File: src/rtl/tt_sweep_gen_pkg.sv
// Shared definitions for the truth-table sweep generator:
// FSM state encodings and the default per-vector hold length.
package tt_sweep_gen_pkg;

   typedef enum logic [1:0] {
      IDLE  = 2'd0,
      DRIVE = 2'd1,
      DONE  = 2'd2
   } state_t;

   localparam int HOLD_CYCLES_DEFAULT = 100;

endpackage

File: src/rtl/tt_sweep_gen_hold_timer.sv
// Per-vector hold counter. Produces a one-cycle expire pulse on the last
// hold cycle, which is the clock at which the response is sampled.
module hold_timer
   import tt_sweep_gen_pkg::*;
#(
   parameter int HOLD_CYCLES = HOLD_CYCLES_DEFAULT
) (
   input  logic clk,
   input  logic rst,
   input  logic clear,
   output logic expire
);

   localparam int CNT_W = $clog2(HOLD_CYCLES);
   localparam logic [CNT_W-1:0] CNT_LAST = CNT_W'(HOLD_CYCLES - 1);

   logic [CNT_W-1:0] r_cnt;
   logic             w_at_last;

   assign w_at_last = (r_cnt == CNT_LAST);
   assign expire    = w_at_last && !clear;

   // Wrapping on the terminal compare keeps the counter from ever overflowing.
   always_ff @(posedge clk) begin
      if (rst || clear || w_at_last) begin
         r_cnt <= '0;
      end else begin
         r_cnt <= r_cnt + CNT_W'(1);
      end
   end

endmodule

File: src/rtl/tt_sweep_gen.sv
// Self-timed exhaustive sweep of a small combinational block: drives every
// input vector in ascending order and captures the response into a truth table.
module tt_sweep_gen
   import tt_sweep_gen_pkg::*;
#(
   parameter int N_IN        = 3,
   parameter int HOLD_CYCLES = HOLD_CYCLES_DEFAULT
) (
   input  logic                   clk,
   input  logic                   rst,
   input  logic                   start,
   input  logic                   e_in,
   output logic [N_IN-1:0]        vec_out,
   output logic                   busy,
   output logic                   done,
   output logic [(1<<N_IN)-1:0]   tt_out
);

   localparam int N_VEC = 1 << N_IN;
   localparam logic [N_IN-1:0] VEC_LAST = '1;

   state_t            r_state;
   state_t            w_state_next;
   logic              w_accept;
   logic              w_clear;
   logic              w_expire;
   logic              w_step;
   logic [N_IN-1:0]   r_vec;
   logic [N_VEC-1:0]  r_tt;
   logic [N_VEC-1:0]  w_tt_next;

   assign w_accept = start && (r_state != DRIVE);
   assign w_clear  = (r_state != DRIVE);
   assign w_step   = (r_state == DRIVE) && w_expire;

   hold_timer #(
      .HOLD_CYCLES (HOLD_CYCLES)
   ) u_hold_timer (
      .clk    (clk),
      .rst    (rst),
      .clear  (w_clear),
      .expire (w_expire)
   );

   always_ff @(posedge clk) begin
      if (rst) begin
         r_state <= IDLE;
      end else begin
         r_state <= w_state_next;
      end
   end

   always_comb begin
      w_state_next = r_state;
      case (r_state)
         IDLE, DONE: begin
            if (start) w_state_next = DRIVE;
         end
         DRIVE: begin
            if (w_step && (r_vec == VEC_LAST)) w_state_next = DONE;
         end
         default: w_state_next = IDLE;
      endcase
   end

   // Each table bit only loads when the sweep samples its own vector.
   for (genvar gi = 0; gi < N_VEC; gi++) begin : g_tt_bit
      assign w_tt_next[gi] = w_accept ? 1'b0 :
                             ((w_step && (r_vec == N_IN'(gi))) ? e_in : r_tt[gi]);
   end

   always_ff @(posedge clk) begin
      if (rst) begin
         r_vec <= '0;
         r_tt  <= '0;
      end else begin
         r_tt <= w_tt_next;
         if (w_accept) begin
            r_vec <= '0;
         end else if (w_step && (r_vec != VEC_LAST)) begin
            r_vec <= r_vec + N_IN'(1);
         end
      end
   end

   assign vec_out = r_vec;
   assign tt_out  = r_tt;
   assign busy    = (r_state == DRIVE);
   assign done    = (r_state == DONE);

endmodule
File: config.mk
export PLATFORM = sky130hd
export DESIGN_NAME = tt_sweep_gen
export DESIGN_NICKNAME = d
export VERILOG_FILES = /design/src/rtl/tt_sweep_gen_pkg.sv /design/src/rtl/tt_sweep_gen_hold_timer.sv /design/src/rtl/tt_sweep_gen.sv
export SDC_FILE = /design/constraint.sdc
export NUM_CORES = 1
export LEC_CHECK = 0
export ABC_AREA = 1
export CAP_MARGIN = 20
export CORE_MARGIN = 5
export CORE_UTILIZATION = 54
export CTS_BUF_LIST = sky130_fd_sc_hd__clkbuf_8
export CTS_CLUSTER_DIAMETER = 200
export DETAILED_ROUTE_END_ITERATION = 12
export PLACE_DENSITY = 0.81
export SYNTH_ARGS = -nofsm -noshare
export SYNTH_HDL_FRONTEND = slang
export SYNTH_HIERARCHICAL = 1
export SYNTH_SLANG_ARGS = --single-unit
File: constraint.sdc
create_clock -name clk -period 2 [get_ports clk]
set_input_delay 0.2 -clock clk [delete_from_list [all_inputs] [get_ports clk]]
set_output_delay 0.2 -clock clk [all_outputs]
set_load 0.005 [all_outputs]
# After elaboration in Yosys (flattened, before gate mapping)

Cells that the tools add are included.
Widths: inputs -> output; s select.

Multiply operators: 0
Equal/unequal tests: 14
Bitwise operators: 0
Shift operators: 0
Div/mod/pow operators: 0
Multiplexer cells: 3
Add/sub/neg operators: 2
Magnitude comparators: 0
Reduce and logical (&&, ||, !) cells: 20

Operators with widths:

| kind                | count |
|---|---|
| $eq 3x3->1 const B  | 4 |
| $logic_and 1x1->1   | 12 |
| $add 7x1->7 const B | 1 |
| $eq 7x7->1 const B  | 1 |
| $eq 3x2->1 const B  | 2 |
| $mux 2              | 2 |
| $ne 2x1->1 const B  | 2 |
| $pmux 2 s2          | 1 |
| $reduce_or 2->1     | 2 |
| $add 3x1->3 const B | 1 |
| $eq 3x1->1 const B  | 1 |
| $logic_not 3->1     | 1 |
| $ne 3x3->1 const B  | 1 |
| $eq 2x1->1 const B  | 1 |
| $eq 2x2->1 const B  | 1 |
| $logic_not 2->1     | 1 |
| $logic_or 1x1->1    | 2 |
| $ne 2x2->1 const B  | 1 |
| $reduce_and 2->1    | 1 |
| $logic_not 1->1     | 1 |

ROM bits: 0
Bits in latches: 0
Logic and storage cells: 50
Input bits: 4
Memory bits (writable): 0
Memories: 0
Output and inout port bits: 13
Flip-flop bits (word level): 20

# Longest topological paths before layout

Gate-level depths: netlist (run 1).

Depth after elaboration: 7
Mapped depth: 11
Gate-level depth less buffers: 10

# Cells and area by module

The synthesis (run 1) kept the hierarchy.

Modules (own cells, without submodules):

| module       | area each (µm²) | seq. area each (µm²) | cells each | instances |
|---|---|---|---|---|
| tt_sweep_gen | 666.9           | 260.2                | 98         | 1 |
| hold_timer   | 367.9           | 140.1                | 49         | 1 |

# Least setup slack after synthesis (run 1)

Ideal clock, no wire load.

Path type: register -> register
Start: reg u_hold_timer.r_cnt[0]
End: reg r_vec[2] (netlist: vec_out[2])
Path slack: 334 ps
Path buffers: 0
Arrival time: 1553 ps
Stages on the path, launching flop included: 11
Data required time: 1887 ps
Library setup time: 113 ps
Period minus slack after synthesis: 1666 ps
Cell sequence: dfxtp_1 ha_1 nand2_2 nor2_2 nand2_2 nor2_1 nand3_2 nor2_2 nand2_1 nand2_1 nor2_1

Longest elaborated chain between the ends: 4

RTL lines:

| item                   | line                          | RTL |
|---|---|---|
| from (decl)            | tt_sweep_gen_hold_timer.sv:17 | `logic [CNT_W-1:0] r_cnt;` |
| from (signal assigned) | tt_sweep_gen_hold_timer.sv:28 | `r_cnt <= r_cnt + CNT_W'(1);` |
| $eq 7x7->1             | tt_sweep_gen_hold_timer.sv:20 | `assign w_at_last = (r_cnt == CNT_LAST);` |
| $logic_and 1x1->1      | tt_sweep_gen_hold_timer.sv:21 | `assign expire = w_at_last && !clear;` |
| via w_expire           | tt_sweep_gen.sv:26            | `logic w_expire;` |
| $logic_and 1x1->1      | tt_sweep_gen.sv:34            | `assign w_step = (r_state == DRIVE) && w_expire;` |
| $logic_and 1x1->1      | tt_sweep_gen.sv:80            | `end else if (w_step && (r_vec != VEC_LAST)) begin` |
| to (signal assigned)   | tt_sweep_gen.sv:81            | `r_vec <= r_vec + N_IN'(1);` |
| to (decl)              | tt_sweep_gen.sv:28            | `logic [N_IN-1:0] r_vec;` |

The timed path passes the listed nets, and every way through them passes these cells.
A chain may end at the register's enable or synchronous reset.

# Worst setup path in the final report (run 1)

Start: reg u_hold_timer.r_cnt[0]
End: reg r_vec[1] (netlist: vec_out[1])

Same word-level chain as after synthesis.

==> results of run 1 <==
[routing by layer]
layer | GRT usage [%] | routed length (um)
met1 | 20.20 | 969
met2 | 28.63 | 955
met3 | 3.324 | 89
met4 | 6.383 | 17
met5 | 0 | 0
[final timing paths]
kind	from	to	slack, ps
setup reg to reg	u_hold_timer/r_cnt[0]	vec_out[1]	220
setup / recovery	u_hold_timer/r_cnt[0]	vec_out[1]	220
hold reg to reg	u_hold_timer/r_cnt[0]	u_hold_timer/r_cnt[0]	480
hold / removal	u_hold_timer/r_cnt[0]	u_hold_timer/r_cnt[0]	480
[kinds of logic after synthesis]
logic type	count (synthesis)
and+or+nand+nor	95
buffers and inverters	17
adders and majority gates	7
DFF	20
AOI/OAI and AO/OA	6
xor gates and xnor gates	2
[layout make-up]
cell class,instances,area [um^2],area share [%]
Clock buffer,4,55.05,4.318
Timing Repair Buffer,17,167.7,13.15
Tap cell,25,31.28,2.453
Inverter,15,56.30,4.416
Sequential cell,20,400.4,31.40
Multi-Input combinational cell,110,564.3,44.26
[where the power goes]
| group | switching (mW) | internal [mW] | total [mW] |
|---|---|---|---|
| Clock | 0.125 | 0.175 | 0.299 |
| Combinational | 0.0244 | 0.0178 | 0.0421 |
| Sequential | 0.00443 | 0.401 | 0.406 |
| Total | 0.153 | 0.594 | 0.747 |
[registers in the layout, summed over array words and instances, names as in the netlist]
name                cells
tt_out                  8
u_hold_timer/r_cnt      7
vec_out                 3
r_state                 2
[synth_stat cells (2+ instances only)]
master	number	area, um^2
a21oi_1	2	10.01
nor2_2	6	37.54
nand3_1	6	30.03
dfxtp_1	20	400.4
inv_1	12	45.04
nand2_2	3	18.77
nand3_2	2	20.02
nor2_1	38	142.6
o21bai_1	2	15.01
nand2_1	37	138.9
inv_2	3	11.26
ha_1	7	87.58
[critical path: stages (launching register included)]
cell     delay, ps
dfxtp_1        390
ha_1           210
nand2_2         60
nor2_2          90
nand2_2         80
nor2_1         250
nand3_2        220
nor2_4         200
nand2_1         80
nand2_1         60
nor2_1          40
[timing repair]
item / in CTS / in global routing
resized for setup: 0 / 1
endpoints found under the hold margin: 0 / 0
endpoints found under the setup margin: 0 / 3
[metrics by stage]
stage / power, mW / setup slack (ps) / hold slack [ps]
4_1_cts: 0.7548 / 163.2 / 483.0
2_1_floorplan: 0.4413 / 334.3 / 269.1
5_1_grt: 0.7806 / 27.66 / 516.2
3_3_place_gp: 0.4559 / 345.5 / 452.5
3_5_place_dp: 0.4565 / 238.5 / 465.0
6_report: 0.7471 / 220.4 / 481.9
==> impl_metrics.tcl, run 1 <==
set metrics [dict create \
    outcome "finished clean" \
    overflow 0 \
    route.detailed.drc 0 \
    grt_antenna_before_repair 0 \
    gp_congestion 0.8014 \
    hp-class "flip-flop to flip-flop" \
    synth.mux.area_fraction_pct 0 \
    finalNonFillerCells 191 \
    hpwlAfterDp_um 1551 \
    drt_iter0_drc 21 \
    fill_cells 143 \
    synth-edff-count 0 \
    synth-adder-area-share_pct 8.464 \
    grt.total_usage_pct 16.67 \
    placed_cell_area_um2 1215 \
    die_area_um2 2892 \
    cts_tree "built" \
    dp.cells 187 \
    critPathKind "flip-flop to flip-flop" \
    rsz0062_at_grt "no" \
    syn2layout_area_growth_pct 23.22 \
    power_density_nw_per_um2 586.0 \
    final_core_util_pct 71.51 \
    path_clk_slew_ps 70 \
    drt-wirelength-per-cell_um 10.64 \
    whs_path_depth 1 \
    yosys.area_share.simple_pct 39.90 \
    diodes 0 \
    drive_above_1_share_pct 12.65 \
    ys_ff_latch 20 \
    cts.sinks 20 \
    final_cell_area_um2 1275 \
    p_leak_nw 0.4785 \
    max_freq_mhz 561.9 \
    max_cap_viol_count 0 \
    cts.htree.levels 1 \
    synth-compound-area-share_pct 3.990 \
    max_slew_margin_pct 67.71 \
    clk_path_buf_depth 2 \
    cp_max_fo 7 \
    hold_violations 0 \
    portBuffers 16 \
    synth_xor_area_share_pct 1.693 \
    synth_flop_cell "dfxtp_1" \
    synth_top_family_by_area "simple AND/OR/NAND/NOR gates" \
    die_x_um 53.78 \
    grt_pass1_vias 885 \
    hold_buffers 0 \
    required_ps 2150 \
    final_common_cell "nor2_1" \
    final_antenna_net_count 0 \
    fin_nets 178 \
    avgSynthCellArea_um2 7.039 \
    grt_start_max_net_pins 12 \
    crit_path_start_kind "flip-flop" \
    routed_via_density 4.895 \
    ir_drop_v 0.0004023 \
    grt_pass1_wl_um 3622 \
    r2r_cells 10 \
    period_needed_ps 1780 \
    die_h_um 53.78 \
    drt_pass1_iterations 4 \
    wirelength_um 2032 \
    core_area_um2 1783 \
    end_kind "flip-flop" \
    final_cell_mix "nor2_1, nand2_1, dfxtp_1" \
    tightestPinTransition_ps 484.4 \
    synth_cell_types 21 \
    finClkSkew_ps 2.061 \
    setup_viol 0 \
    min_period_over_period_pct 88.98 \
    synthArstFlopShare_pct 0 \
    rows 15 \
    vias 935 \
    post_cts_buffers 0 \
    tns_ps 0 \
    initial_core_util_pct 58.04 \
    ys_warn_count 6 \
    cts_buffers 3 \
    ios 17 \
    root_buffer "clkbuf_8" \
    synth_nets 158 \
    synth_area_um2 1035 \
    clock_latency_ps 250 \
    ys_seq_area_share_pct 38.69 \
    cp_data_arrival_time_ps 1930 \
    maxSlewViolCount 0 \
    synthCells 147 \
]
Power figures use the tool's default switching activity.
==> run 2: changes to the inputs <==
--- a/config.mk
+++ b/config.mk
@@ -13,6 +13,7 @@
 export CTS_CLUSTER_DIAMETER = 200
 export DETAILED_ROUTE_END_ITERATION = 12
 export PLACE_DENSITY = 0.81
+export RECOVER_POWER = 50
 export SYNTH_ARGS = -nofsm -noshare
 export SYNTH_HDL_FRONTEND = slang
 export SYNTH_HIERARCHICAL = 1
==> run 2 against run 1 <==
Effect of this change:
- total power down 0.17%
- first-iteration DRC count shrank 4.8%
- sequential cell count unchanged
- largest cell class unchanged
- critical path depth unchanged
- largest power group unchanged
- global-route usage unchanged
- worst hold slack about the same
- sequential power about the same
==> impl_metrics.tcl, run 2 (same netlist as run 1, synthesis figures left out) <==
set metrics [dict create \
    outcome "finished clean" \
    cts.sinks 20 \
    grt.total_usage_pct 16.67 \
    hpwlAfterDp_um 1551 \
    period_needed_ps 1760 \
    maxSlewViolCount 0 \
    drt_iter0_drc 20 \
    grt_antenna_before_repair 0 \
    overflow 0 \
    portBuffers 16 \
    fin_nets 178 \
    largest_register_ffs 8 \
    final_antenna_net_count 0 \
    placed_cell_area_um2 1215 \
    die_area_um2 2892 \
    multiInputGateArea_um2 556.8 \
    tightestPinTransition_ps 484.1 \
    final_cell_mix "nor2_1, nand2_1, dfxtp_1" \
    gp_congestion 0.8014 \
    initial_core_util_pct 58.04 \
    vias 929 \
    setup_viol 0 \
    route.detailed.drc 0 \
    rows 15 \
    drt_pass1_iterations 4 \
    final_cell_area_um2 1267 \
    wirelength_um 2030 \
    routed_via_density 4.864 \
    grt_pass1_wl_um 3622 \
    diodes 0 \
    max_freq_mhz 568.2 \
    die_x_um 53.78 \
    max_slew_margin_pct 67.73 \
    cts.htree.levels 1 \
    rsz0062_at_grt "no" \
    cts_buffers 3 \
    max_cap_viol_count 0 \
    path_clk_slew_ps 70 \
    clock_latency_ps 250 \
    fill_cells 145 \
    drive_above_1_share_pct 12.05 \
    ios 17 \
    syn2layout_area_growth_pct 22.49 \
    ir_drop_v 0.0004024 \
    hp-class "flip-flop to flip-flop" \
    critPathKind "flip-flop to flip-flop" \
    grt_start_max_net_pins 12 \
    root_buffer "clkbuf_8" \
    drt-wirelength-per-cell_um 10.63 \
    crit_path_start_kind "flip-flop" \
    finClkSkew_ps 1.637 \
    min_period_over_period_pct 88.00 \
    cp_data_arrival_time_ps 1910 \
    whs_ps 481.7 \
    end_kind "flip-flop" \
    die_h_um 53.78 \
    p_leak_nw 0.5097 \
    hold_buffers 0 \
    clk_path_buf_depth 2 \
    tns_ps 0 \
    power_density_nw_per_um2 588.4 \
    regArea_um2 400.4 \
    hold_violations 0 \
    core_area_um2 1783 \
    required_ps 2150 \
    cp_max_fo 7 \
    grt_pass1_vias 885 \
    cts_tree "built" \
]
[run 2: cell types whose count changed in the layout (fill, tap and decap cells not counted)]
cell / delta
clkdlybuf4s50_1: -9
dlygate4sd3_1: +9
nand2_1: +1
nand2_4: -1
[run 2: metrics by stage]
stage	setup slack [ps]	utilization, %	total power [mW]	instances
6_report	240.0	71.09	0.7458	191
5_1_grt	54.43	71.09	0.7793	191
4_1_cts	163.2	71.23	0.7548	191
3_5_place_dp	238.5	68.14	0.4565	187
3_3_place_gp	345.5	68.14	0.4559	187
2_1_floorplan	334.3	-	0.4413	147
[run 2: where the power goes]
group	leakage [nW]	internal, mW	switching (mW)
clock	0.0288	0.175	0.125
sequential	0.161	0.401	0.00446
combinational	0.319	0.0171	0.0238
[run 2: area by class of cell]
| cell class | count | share of cell area, % |
|---|---|---|
| multi-input combinational | 110 | 43.93 |
| sequential | 20 | 31.59 |
| timing repair buffer | 17 | 13.23 |
| inverter | 15 | 4.442 |
| clock buffer | 4 | 4.344 |
| tap | 25 | 2.468 |
[run 2: what timing repair did]
item | in CTS | in global routing
endpoints found under the setup margin | 0 | 3
endpoints found under the hold margin | 0 | 0
resized for setup | 0 | 1
buffers inserted | 0 | 0
[run 2: path summary, 6_finish.rpt]
check	startpoint	end	slack, ps	depth (start not counted)
worst max-delay path	u_hold_timer/r_cnt[0]	vec_out[1]	240	10
worst min-delay path	u_hold_timer/r_cnt[0]	u_hold_timer/r_cnt[0]	480	1
worst max register to register	u_hold_timer/r_cnt[0]	vec_out[1]	240	10
worst min register to register	u_hold_timer/r_cnt[0]	u_hold_timer/r_cnt[0]	480	1
[run 2: worst max-delay path: stages (launching register included)]
cell and delay (ps):
dfxtp_1 390, ha_1 210, nand2_2 60, nor2_2 90, nand2_2 60, nor2_1 250
nand3_2 220, nor2_4 200, nand2_1 80, nand2_1 60, nor2_1 40
[run 2: layer usage]
| metal | global-route usage (%) | share of wire (%) | vias up |
|---|---|---|---|
| met5 | 0 | 0 | - |
| met4 | 6.383 | 0.84 | 0 |
| met3 | 3.324 | 3.8 | 2 |
| met2 | 28.63 | 47 | 17 |
| met1 | 20.20 | 48 | 424 |
| li1 | - | - | 486 |
==> run 3: changes to the inputs <==
--- a/config.mk
+++ b/config.mk
@@ -12,6 +12,7 @@
 export CTS_BUF_LIST = sky130_fd_sc_hd__clkbuf_8
 export CTS_CLUSTER_DIAMETER = 200
 export DETAILED_ROUTE_END_ITERATION = 12
+export GPL_ROUTABILITY_DRIVEN = 0
 export PLACE_DENSITY = 0.81
 export RECOVER_POWER = 50
 export SYNTH_ARGS = -nofsm -noshare
==> results of run 3 <==
The final DEF is identical to that of run 2; final timing and power are the same.
